===== src/rtl/axi_st_patchkr_seq_ctrl.sv =====
// Sequences N pattern-checker runs (arm, wait first/last beat, sample, gap), tallying pass/fail/timeout per sequence.
// patchkr_en is combinational from ARM; results update on the SAMPLE/GAP edge; no backpressure, abort preempts everything.
module axi_st_patchkr_seq_ctrl #(
    parameter int RUN_W = 8,
    parameter int TO_W  = 16,
    parameter int GAP_W = 8
) (
    input  logic             rdclk,
    input  logic             rst_n,
    input  logic             start,
    input  logic             abort,
    input  logic [RUN_W-1:0] num_runs,
    input  logic [TO_W-1:0]  timeout_lim,
    input  logic [GAP_W-1:0] gap_lim,
    input  logic [1:0]       patchkr_out,
    input  logic             data_in_first_valid,
    input  logic             data_in_last_valid,
    input  logic             chkr_fifo_full,
    output logic             patchkr_en,
    output logic             busy,
    output logic             seq_done,
    output logic [RUN_W-1:0] pass_cnt,
    output logic [RUN_W-1:0] fail_cnt,
    output logic [RUN_W-1:0] to_cnt,
    output logic [1:0]       seq_status,
    output logic             full_seen
);

    typedef enum logic [2:0] {
        S_IDLE, S_ARM, S_WAIT_FIRST, S_RUN, S_SAMPLE, S_GAP, S_DONE
    } state_t;

    state_t r_state, w_next;

    logic             r_start_d;
    logic [RUN_W-1:0] r_run_left;
    logic [RUN_W-1:0] r_pass_cnt, r_fail_cnt, r_to_cnt;
    logic [TO_W-1:0]  r_to_ctr;
    logic [GAP_W-1:0] r_gap_ctr;
    logic [1:0]       r_seq_status;
    logic             r_full_seen;
    logic             r_seq_done;

    logic w_start_rise, w_to_hit, w_gap_last, w_busy;
    logic w_launch, w_sample, w_to_event, w_gap_entry, w_done_entry;

    function automatic logic [RUN_W-1:0] sat_inc(input logic [RUN_W-1:0] v);
        return (v == {RUN_W{1'b1}}) ? v : v + RUN_W'(1);
    endfunction

    assign w_start_rise = start & ~r_start_d;
    assign w_busy       = (r_state != S_IDLE) && (r_state != S_DONE);
    assign w_to_hit     = (timeout_lim != '0) && (r_to_ctr == timeout_lim - TO_W'(1));
    // gap_lim of 0 or 1 both give a single GAP cycle
    assign w_gap_last   = (gap_lim <= GAP_W'(1)) || (r_gap_ctr == gap_lim - GAP_W'(1));

    always_comb begin
        w_next     = r_state;
        w_launch   = 1'b0;
        w_sample   = 1'b0;
        w_to_event = 1'b0;
        case (r_state)
            S_IDLE, S_DONE: begin
                if (w_start_rise) begin
                    w_next   = S_ARM;
                    w_launch = 1'b1;
                end
            end
            S_ARM: w_next = S_WAIT_FIRST;
            S_WAIT_FIRST: begin
                if (data_in_first_valid && data_in_last_valid) begin
                    w_next = S_SAMPLE;
                end else if (data_in_first_valid) begin
                    w_next = S_RUN;
                end else if (w_to_hit) begin
                    w_next     = S_GAP;
                    w_to_event = 1'b1;
                end
            end
            S_RUN: begin
                if (data_in_last_valid) begin
                    w_next = S_SAMPLE;
                end else if (w_to_hit) begin
                    w_next     = S_GAP;
                    w_to_event = 1'b1;
                end
            end
            S_SAMPLE: begin
                w_next   = S_GAP;
                w_sample = 1'b1;
            end
            S_GAP: begin
                if (w_gap_last) begin
                    w_next = (r_run_left != '0) ? S_ARM : S_DONE;
                end
            end
            default: w_next = S_IDLE;
        endcase
        if (abort) begin
            w_next     = S_IDLE;
            w_launch   = 1'b0;
            w_sample   = 1'b0;
            w_to_event = 1'b0;
        end
    end

    assign w_gap_entry  = (w_next == S_GAP) && (r_state != S_GAP);
    assign w_done_entry = (w_next == S_DONE) && (r_state == S_GAP);

    always_ff @(posedge rdclk or negedge rst_n) begin
        if (!rst_n) begin
            r_state <= S_IDLE;
        end else begin
            r_state <= w_next;
        end
    end

    always_ff @(posedge rdclk or negedge rst_n) begin
        if (!rst_n) begin
            r_start_d    <= 1'b0;
            r_run_left   <= '0;
            r_pass_cnt   <= '0;
            r_fail_cnt   <= '0;
            r_to_cnt     <= '0;
            r_to_ctr     <= '0;
            r_gap_ctr    <= '0;
            r_seq_status <= 2'b00;
            r_full_seen  <= 1'b0;
            r_seq_done   <= 1'b0;
        end else begin
            r_start_d  <= start;
            r_seq_done <= w_done_entry;

            if (r_state == S_ARM) begin
                r_to_ctr <= '0;
            end else if ((r_state == S_WAIT_FIRST || r_state == S_RUN) &&
                         (r_to_ctr != {TO_W{1'b1}})) begin
                r_to_ctr <= r_to_ctr + TO_W'(1);
            end

            if (w_gap_entry) begin
                r_gap_ctr <= '0;
            end else if (r_state == S_GAP && r_gap_ctr != {GAP_W{1'b1}}) begin
                r_gap_ctr <= r_gap_ctr + GAP_W'(1);
            end

            if (w_launch) begin
                r_run_left <= (num_runs == '0) ? RUN_W'(1) : num_runs;
            end else if (w_gap_entry && r_run_left != '0) begin
                r_run_left <= r_run_left - RUN_W'(1);
            end

            if (w_launch) begin
                r_pass_cnt <= '0;
                r_fail_cnt <= '0;
                r_to_cnt   <= '0;
            end else begin
                if (w_sample && patchkr_out == 2'b11) r_pass_cnt <= sat_inc(r_pass_cnt);
                if (w_sample && patchkr_out != 2'b11) r_fail_cnt <= sat_inc(r_fail_cnt);
                if (w_to_event)                       r_to_cnt   <= sat_inc(r_to_cnt);
            end

            // An abort only marks the status when it actually cuts a sequence short
            if (w_launch) begin
                r_seq_status <= 2'b00;
            end else if (abort && w_busy) begin
                r_seq_status <= 2'b11;
            end else if (w_done_entry) begin
                r_seq_status <= (r_fail_cnt == '0 && r_to_cnt == '0) ? 2'b01 : 2'b10;
            end

            if (w_launch) begin
                r_full_seen <= 1'b0;
            end else if (chkr_fifo_full && w_busy) begin
                r_full_seen <= 1'b1;
            end
        end
    end

    assign patchkr_en = (r_state == S_ARM) && !abort;
    assign busy       = w_busy;
    assign seq_done   = r_seq_done;
    assign pass_cnt   = r_pass_cnt;
    assign fail_cnt   = r_fail_cnt;
    assign to_cnt     = r_to_cnt;
    assign seq_status = r_seq_status;
    assign full_seen  = r_full_seen;

endmodule

===== config.mk =====
export PLATFORM = sky130hd
export DESIGN_NAME = axi_st_patchkr_seq_ctrl
export DESIGN_NICKNAME = d
export VERILOG_FILES = /design/src/rtl/axi_st_patchkr_seq_ctrl.sv
export SDC_FILE = /design/constraint.sdc
export NUM_CORES = 1
export LEC_CHECK = 0
export CAP_MARGIN = 0
export CORE_MARGIN = 2
export CORE_UTILIZATION = 45
export CTS_BUF_LIST = sky130_fd_sc_hd__clkbuf_4
export CTS_CLUSTER_DIAMETER = 60
export DETAILED_ROUTE_END_ITERATION = 6
export GPL_ROUTABILITY_DRIVEN = 0
export PLACE_DENSITY_LB_ADDON = 0.15
export REMOVE_ABC_BUFFERS = 1
export SKIP_LAST_GASP = 1
export SLEW_MARGIN = 20
export SYNTH_ARGS = -nofsm -noshare
export SYNTH_HDL_FRONTEND = slang
export SYNTH_SLANG_ARGS = --single-unit

===== constraint.sdc =====
create_clock -name rdclk -period 2.9 [get_ports rdclk]
set_input_delay 0.29 -clock rdclk [delete_from_list [all_inputs] [get_ports rdclk]]
set_output_delay 0.29 -clock rdclk [all_outputs]
set_load 0.005 [all_outputs]

==> results by group <==
Timing
  – Pins Over Slew Limit: 0
  – Final period util: 1.01
  – Hold_ws: 0.314 ns
  – Post-layout minimum cycle time: 2.92 ns
  – RSZ-0062 raised after global routing: yes
  – Slew @ Worst Pin: 0.732 ns
  – Max_slew headroom: 0.512
  – Final-report setup violation count: 1
  – Final Skew: 0.0201 ns
  – PnR worst setup slack: -0.0181 ns
  – Max Clk Rate: 343 MHz
  – Fin. Hold Viols: 0

Power
  – P_int: 1.87 mW
  – VDD IR max: 0.000284 V
  – Leakage: 2.46 nW
  – Comb power frac: 0.409
  – Total power: 3.06 mW
  – Clock power share: 0.161
  – Power Density: 520 nW/um^2
  – Register share of total power: 0.430
  – Sw Pwr: 1.19 mW
  – Sw Share: 0.389

Flow run
  – MaxCap Viol Count: 0

Synthesis
  – Avg Inst Size Synth: 8.55 um^2
  – Primary FF master, synth: dfrtp_1
  – Dominant cell type by area after synthesis: dfrtp_1
  – Fraction of registers with async set/reset: 1.00
  – Post-synth EDFFs: 0
  – Synth warn: 0
  – Synth top area share: 0.371
  – Yosys cell types: 59
  – Register area share after synthesis: 0.371
  – Number of synthesized register bits: 64
  – Ranking of synthesized cells by area: dfrtp_1 37%, xnor2_1 6.3%, nor2_1 5.9%
  – Area of the mapped netlist: 4320 um^2
  – Cells after synthesis: 505

Clock network
  – Clock latency on the worst-skew pair: 0.41 ns
  – Max Buffers Root-to-Sink: 2
  – TritonCTS clock tree: done
  – Reg clk slew, reported paths: 0.11 ns
  – Clock sink count: 64
  – H-tree levels: 3
  – TritonCTS Buffers: 9
  – Clock Tree Root: clkbuf_4

Die
  – Die ar.: 10,400 um^2
  – Die height: 102 um
  – Starting Density: 0.465
  – Num rows: 35
  – # IOs: 71
  – Die width: 102 um
  – Core Region: 9280 um^2

Routing
  – DRC viols: 0
  – Top routing layer used: met4
  – Via count: 4,304
  – Met2 wire length: 5680 um
  – Routed wl met3: 408 um
  – Final ANT Viol Nets: 0
  – Total Wirelength: 11,500 um
  – M1 wire length: 5200 um
  – Drt via density: 5.60
  – WL/cell: 15.0 um
  – Initial DRT Pass Iterations: 4
  – Initial drt markers: 165

Critical path
  – WS Path Type: in2reg
  – WP data arrival: 3.24 ns
  – R2r worst-path depth: 8
  – Critical R2R Capture: r_run_left[3]
  – Capture point of the worst path: r_run_left[3]
  – Setup crit end kind: register
  – CP startpoint kind: primary input
  – Worst EP required: 3.22 ns
  – R2R Path Start: r_to_ctr[5]
  – R2r setup slk: 0 ns
  – CP startpoint: timeout_lim[4]
  – Worst-path maximum fanout: 4

Finish
  – N_diodes: 0
  – Share of layout cells above drive strength 1: 0.178
  – Layout Area Growth over Synthesis: 36.2%
  – Most common cell after layout, fill and taps aside: nor2_1
  – Filler cell count: 841
  – Nets: 688
  – Commonest cells after routing, fill and taps aside: 67 x nor2_1, 64 x dfrtp_1, 63 x clkdlybuf4s50_1

Global routing
  – Initial antenna violation count: 0
  – Total GRT Usage: 0.229
  – GR Overflow Total: 0
  – First-pass GRT wire length: 19,100 um
  – Number of global-route vias before repair: 4,270
  – Largest net degree at the start of global routing: 27

Outcome
  – Violated checks: setup timing
  – Status: complete, but fails checks

Placement
  – Hpwl dp: 8550 um
  – Pre-CTS WS: -0.794 ns
  – Port-buffer cells: 70

Hold path
  – Min-delay worst type: in2async
## power groups by stage
stage          logic [mW]  clock network [mW]  registers (mW)
2_1_floorplan       0.705                   0            1.27
3_3_place_gp         1.15                   0            1.31
3_5_place_dp         1.18                   0            1.32
4_1_cts              1.21               0.508            1.30
5_1_grt              1.39               0.547            1.34
6_report             1.25               0.493            1.31
## stage by stage
stage	utilization	setup TNS, ns	cells	cell area (um^2)
6_report	0.634	-0.0181	769	5880
3_3_place_gp	0.600	-14.14	749	5570
3_5_place_dp	0.600	-15.91	749	5570
2_1_floorplan	-	-2.55	489	4250
4_1_cts	0.622	0	768	5780
5_1_grt	0.634	-0.414	769	5880
## logic make-up (layout without fill, tap and decap cells)
logic type,count (synthesis),count (layout),share of synthesized area
xor+xnor,60,60,0.122
buf+inv,38,173,0.0348
mux,6,6,0.0139
simple gates,233,233,0.282
flops,64,64,0.371
fa+ha+maj,11,11,0.0319
compound gates,93,93,0.145
## how the worst min path moves through the flow
| stage | slack [ns] | to | depth (start not counted) | from |
|---|---|---|---|---|
| floorplan | -0.006 | fail_cnt[0] | 0 | rst_n |
| CTS | 0.32 | r_run_left[4] | 2 | rst_n |
| detailed placement | 0.24 | r_run_left[4] | 1 | rst_n |
| finish | 0.31 | r_run_left[4] | 2 | rst_n |
| global placement | 0.23 | r_gap_ctr[4] | 1 | rst_n |
| global route | 0.33 | r_run_left[4] | 2 | rst_n |
## sequential cells by signal, indices dropped and copies added, names as in the netlist
signal,count
r_to_ctr,16
fail_cnt,8
pass_cnt,8
r_gap_ctr,8
r_run_left,8
to_cnt,8
r_state,3
seq_status,2
full_seen,1
r_start_d,1
seq_done,1
## synth_stat cells, types with 7 or more instances
master / instances
a21oi_1: 26
a31oi_1: 12
and3_1: 7
clkbuf_1: 14
dfrtp_1: 64
ha_1: 11
inv_1: 21
nand2_1: 31
nand3_1: 23
nand4_1: 20
nor2_1: 68
nor3_1: 17
o21ai_0: 10
o31ai_1: 8
or3_1: 19
or4_1: 7
xnor2_1: 31
xor2_1: 29
## metal layers
| metal | GRT usage | up-vias |
|---|---|---|
| met3 | 0.0431 | 22 |
| met1 | 0.302 | 2068 |
| met4 | 0.0769 | 0 |
| met2 | 0.380 | 120 |
| li1 | - | 2094 |
| met5 | 0 | - |
## area by class of cell
type	count	area (um^2)	area share
Clock buffer	10	75.1	0.0128
Clock inverter	5	25.0	0.00425
Inverter	22	82.6	0.0140
Multi-Input combinational cell	403	2740	0.465
Sequential cell	64	1600	0.272
Tap cell	129	161	0.0274
Timing Repair Buffer	136	1200	0.204
## what timing repair did
action / CTS / global route
endpoints found under the hold margin: 14 / 0
gates cloned: 0 / 0
gates resized for setup: 21 / 19
pin swaps: 11 / 8
setup buffers: 3 / 1
hold buffers: 1 / 0
endpoints found under the setup margin: 22 / 24
## critical path, cell delays in order
cell,delay [ns]
dlygate4sd2_1,0.24
or3_4,0.39
buf_4,0.15
or4_4,0.48
mux2i_1,0.20
o32ai_2,0.14
or4_4,0.46
o21a_4,0.23
or4_1,0.49
a31oi_1,0.16
Note: power is estimated with default switching activity, not from simulation.
